File: src/rtl/pht_access_scheduler.sv
// pht_access_scheduler: arbitrates single-port access to a table of 2-bit
// saturating branch counters between the fetch-side predictor and a small
// FIFO of resolved-branch updates. After reset the table is filled with
// "strongly taken" (2'b11), one entry per cycle.
// Optional feature: define PHT_GSHARE_EN to XOR a global history register
// into both the predict and the update index.
module pht_access_scheduler #(
  parameter int PC_W       = 32,
  parameter int IDX_W      = 4,
  parameter int FIFO_DEPTH = 4
) (
  input  logic            clk,
  input  logic            rst,
  input  logic            request,
  input  logic [PC_W-1:0] req_pc,
  output logic            req_ready,
  output logic            pred_valid,
  output logic            prediction,
  input  logic            result,
  input  logic [PC_W-1:0] res_pc,
  input  logic            taken,
  output logic            res_ready,
  output logic            busy
);

  localparam int ENTRIES = 1 << IDX_W;
  localparam int AW      = $clog2(FIFO_DEPTH);
  localparam int PW      = AW + 1;

  typedef enum logic {INIT, RUN} state_t;

  state_t             state_reg, state_next;
  logic [IDX_W-1:0]   init_ptr_reg;
  logic [1:0]         pht [ENTRIES];
  logic [IDX_W:0]     fifo_mem [FIFO_DEPTH];
  logic [PW-1:0]      wr_ptr_reg, rd_ptr_reg;
  logic               fifo_full, fifo_empty;
  logic               push, accept, pop;
  logic [IDX_W-1:0]   req_idx, res_idx, head_idx;
  logic               head_taken;
  logic [1:0]         head_cnt, cnt_next;

  // Only the word-index bits of the PCs select a counter.
  logic unused_pc_bits;
  assign unused_pc_bits = ^{req_pc[PC_W-1:IDX_W+2], req_pc[1:0],
                            res_pc[PC_W-1:IDX_W+2], res_pc[1:0]};

`ifdef PHT_GSHARE_EN
  logic [IDX_W-1:0] ghr_reg;
  assign req_idx = req_pc[IDX_W+1:2] ^ ghr_reg;
  assign res_idx = res_pc[IDX_W+1:2] ^ ghr_reg;

  // Global history shifts in each accepted outcome; it cannot move in INIT
  // because nothing is accepted there.
  always_ff @(posedge clk) begin
    if (rst)       ghr_reg <= '0;
    else if (push) ghr_reg <= {ghr_reg[IDX_W-2:0], taken};
  end
`else
  assign req_idx = req_pc[IDX_W+1:2];
  assign res_idx = res_pc[IDX_W+1:2];
`endif

  assign fifo_full  = (wr_ptr_reg ^ rd_ptr_reg) == {1'b1, {AW{1'b0}}};
  assign fifo_empty = (wr_ptr_reg == rd_ptr_reg);

  // A predict beats a drain unless the FIFO is full (then req_ready is low).
  assign push   = res_ready && result;
  assign accept = req_ready && request;
  assign pop    = (state_reg == RUN) && !accept && !fifo_empty;

  assign head_idx   = fifo_mem[rd_ptr_reg[AW-1:0]][IDX_W:1];
  assign head_taken = fifo_mem[rd_ptr_reg[AW-1:0]][0];
  assign head_cnt   = pht[head_idx];

  // Saturating increment/decrement of the counter at the FIFO head.
  always_comb begin
    cnt_next = head_cnt;
    if (head_taken && head_cnt != 2'b11)       cnt_next = head_cnt + 2'd1;
    else if (!head_taken && head_cnt != 2'b00) cnt_next = head_cnt - 2'd1;
  end

  // State and initialisation pointer.
  always_ff @(posedge clk) begin
    if (rst) begin
      state_reg    <= INIT;
      init_ptr_reg <= '0;
    end else begin
      state_reg <= state_next;
      if (state_reg == INIT) init_ptr_reg <= init_ptr_reg + 1'b1;
    end
  end

  // Next state and handshake outputs.
  always_comb begin
    state_next = state_reg;
    busy       = 1'b0;
    req_ready  = 1'b0;
    res_ready  = 1'b0;
    case (state_reg)
      INIT: begin
        busy = 1'b1;
        if (init_ptr_reg == {IDX_W{1'b1}}) state_next = RUN;
      end
      RUN: begin
        req_ready = !fifo_full;
        res_ready = !fifo_full;
      end
      default: state_next = INIT;
    endcase
  end

  // Single table port: init fill, or the read-modify-write of a drained update.
  always_ff @(posedge clk) begin
    if (!rst) begin
      if (state_reg == INIT) pht[init_ptr_reg] <= 2'b11;
      else if (pop)          pht[head_idx]     <= cnt_next;
    end
  end

  // Registered predict read; prediction holds when no predict was accepted.
  always_ff @(posedge clk) begin
    if (rst) begin
      pred_valid <= 1'b0;
      prediction <= 1'b0;
    end else begin
      pred_valid <= accept;
      if (accept) prediction <= pht[req_idx][1];
    end
  end

  // Update FIFO storage.
  always_ff @(posedge clk) begin
    if (push) fifo_mem[wr_ptr_reg[AW-1:0]] <= {res_idx, taken};
  end

  // Update FIFO pointers; reset flushes any pending updates.
  always_ff @(posedge clk) begin
    if (rst) begin
      wr_ptr_reg <= '0;
      rd_ptr_reg <= '0;
    end else begin
      if (push) wr_ptr_reg <= wr_ptr_reg + 1'b1;
      if (pop)  rd_ptr_reg <= rd_ptr_reg + 1'b1;
    end
  end

endmodule

File: config.mk
export PLATFORM = sky130hd
export DESIGN_NAME = pht_access_scheduler
export DESIGN_NICKNAME = d
export VERILOG_FILES = /design/src/rtl/pht_access_scheduler.sv
export SDC_FILE = /design/constraint.sdc
export NUM_CORES = 1
export LEC_CHECK = 0
export CAP_MARGIN = 20
export CORE_ASPECT_RATIO = 0.5
export CORE_MARGIN = 2
export CORE_UTILIZATION = 54
export DETAILED_ROUTE_END_ITERATION = 12
export HOLD_SLACK_MARGIN = 0.08
export PLACE_DENSITY = 0.86
export REMOVE_ABC_BUFFERS = 1
export SYNTH_ARGS = -nofsm -noshare
export SYNTH_HDL_FRONTEND = slang
export SYNTH_SLANG_ARGS = --single-unit
File: constraint.sdc
create_clock -name clk -period 7.5 [get_ports clk]
set_input_delay 1.875 -clock clk [delete_from_list [all_inputs] [get_ports clk]]
set_output_delay 1.875 -clock clk [all_outputs]
set_load 0.03 [all_outputs]
==> metrics.txt <==
clk sinks 67; Reg power frac 0.456; max FFs per register 32; dpl cells 306; worst vdd rail ir drop 0.108 mV; Placeable Area 0.00556 mm²; Final period util 0.587; cell row count 19; crit path DAT 4380 ps; Worst setup SP type register; cts repair resizes 0; I/O Pins 74; hold buffers post-CTS 0; fillers 380; Root Driver clkbuf_16; Synth Instances 227; Seq/Total Area, Yosys 0.590; Simple-Gate Fraction of Synth Area 0.111; Synth area leader edfxtp_1; Final min period 4400 ps; post-synthesis xor/xnor area fraction 0.0305; Yosys top cell area share 0.495; cts bufs inserted 9; maximum capacitance violations 0; mean post-synth cell area 13.9 µm²; Slew @ Worst Pin 1120 ps; Vias per Instance 5.86; outcome complete, no violations; placer congestion estimate 0.818; hpwl dp 4.01 mm; main combinational cell family by area after synthesis multiplexers; initial antenna violation count 0; Layout Nets 321; Area after DPL 0.00336 mm²; Slew HR 0.256; CP Capture Type register; DRT antenna net count 0; DR WL/cell 18.4 µm; sw frac 0.200; Area Overhead vs Synth 16.7%; synth top area cells edfxtp_1, dfxtp_1, mux4_1; Switch Pwr 0.176 mW; post-synthesis mux area share 0.166; #FFs+latches synth 67; WL final 5.92 mm; compound-gate portion of the synthesized area 0.0440; CTS tree done; most common cell after layout, fill and taps aside edfxtp_1; Crit Path Category register to register; Internal Power 0.705 mW; Power Dens Cells 239 mW/mm²; Initial DRC Count 99; Max Root-Sink Buffers 2; largest net degree at the start of global routing 27; iteration count of the initial detailed-routing pass 4; fmax 227 MHz; die height 58.0 µm; Cell Area, Synth 0.00315 mm²; TNS Setup 0 ps; I/O Buffers 17; post-CTS setup buffer count 0; cell area after layout 0.00368 mm²; first-pass GRT wire length 9.69 mm; number of global-route vias before repair 1,986; GR Overflow Total 0; Initial Util 0.567; crit-path max FO 16; worst hold margin 459 ps; unrepaired setup endpoints after global routing no; worst min path class register to register; drt drc 0; DIE AREA 0.00651 mm²; Final Hold Viols 0; H-tree levels 3; Total GRT Usage 0.201; combinational power share 0.031; clk slew on worst S/H paths 60 ps; clk_lat worst skew 330 ps; Place WS 3210 ps; Static Leak 1.35 nW; die width 112 µm; Worst Skew 3.75 ps; most frequent cells in the layout edfxtp_1, nor2_1, mux2i_1, clkdlybuf4s50_1, dfxtp_1; # diodes 0; worst setup slack after layout 3100 ps; adder-cell share of the synthesized area 0.0317; Clk pwr share 0.513; layout cell share with drive strength beyond 1 0.104; Ys Warns 0; CP Data Required Time 7480 ps; pins over their slew limit 0; fin cells 322; via count 1,887; final setup vio count 0; Netlist cell types 33
synthesized netlist by cell type:
cell type and instances:
edfxtp_1 52, nor2_1 23, mux2i_1 17, dfxtp_1 15, nand2_1 11, and2_1 9
a21oi_1 8, ha_1 8, nor2b_1 8, xnor2_1 8, inv_1 7, mux4_1 7
mux4_2 7, clkbuf_1 6, and3_1 5, a22o_1 4, nand3_1 4, nor3_1 4
o21ai_0 3, xor2_1 3, a21o_1 2, a32oi_1 2, and2b_1 2, buf_2 2
buf_4 2, buf_6 1, mux2_2 1, nand2b_1 1, nand3b_1 1, o21a_1 1
o221ai_1 1, or2_2 1, or3b_2 1
cell families (layout without fill, tap and decap cells):
logic type,after synthesis,in the layout
buffers and inverters,18,40
AND/OR/NAND/NOR,70,70
adder cells (fa/ha/maj),8,8
flip-flops,67,67
XOR/XNOR,11,11
AO/OA/AOI/OAI,21,21
multiplexers,32,32
metrics by stage:
stage | power, mW | utilization
2_1_floorplan | 0.421 | -
3_3_place_gp | 0.436 | 0.603
3_5_place_dp | 0.436 | 0.603
4_1_cts | 0.883 | 0.662
5_1_grt | 0.899 | 0.662
6_report | 0.881 | 0.662
worst max-delay path, cell delays in order (launching register included):
cell and delay [ps]:
dfxtp_1 510, mux4_1 1010, mux2i_1 240, a22o_1 280, o21ai_0 360, nand2_1 150, ha_1 320, or2_2 300
o221ai_1 860
power by group through the flow:
| stage | clock, mW | sequential, mW | combinational (mW) |
|---|---|---|---|
| floorplan | 0 | 0.409 | 0.0124 |
| global placement | 0 | 0.409 | 0.0262 |
| detailed placement | 0 | 0.410 | 0.0268 |
| CTS | 0.454 | 0.402 | 0.0272 |
| global route | 0.467 | 0.402 | 0.0301 |
| finish | 0.452 | 0.402 | 0.0276 |
path summary, 6_finish.rpt:
check / slack [ps] / cells past startpoint / from / to
max: 3100 / 8 / register / pht[13][1]$_DFFE_PP_
min: 460 / 2 / prediction$_SDFFE_PP0P_ / prediction$_SDFFE_PP0P_
max reg2reg: 3100 / 8 / register / pht[13][1]$_DFFE_PP_
min reg2reg: 460 / 2 / prediction$_SDFFE_PP0P_ / prediction$_SDFFE_PP0P_
cell type report:
class,instances,area (µm²),share of cell area
Clock inverter,7,100,0.0272
Tap cell,73,91.3,0.0248
Sequential cell,67,1860,0.506
Inverter,7,26.3,0.00714
Multi-Input combinational cell,142,1210,0.328
Timing Repair Buffer,17,170,0.0462
Clock buffer,9,225,0.0612
layer usage:
layer  wire [µm]  vias up  global-route usage
li1            -      885                   -
met3         415       16              0.0523
met1        2410      912               0.240
met5           0        -                   0
met2        2950       74               0.355
met4         141        0              0.0836
Power figures use the tool's default switching activity.
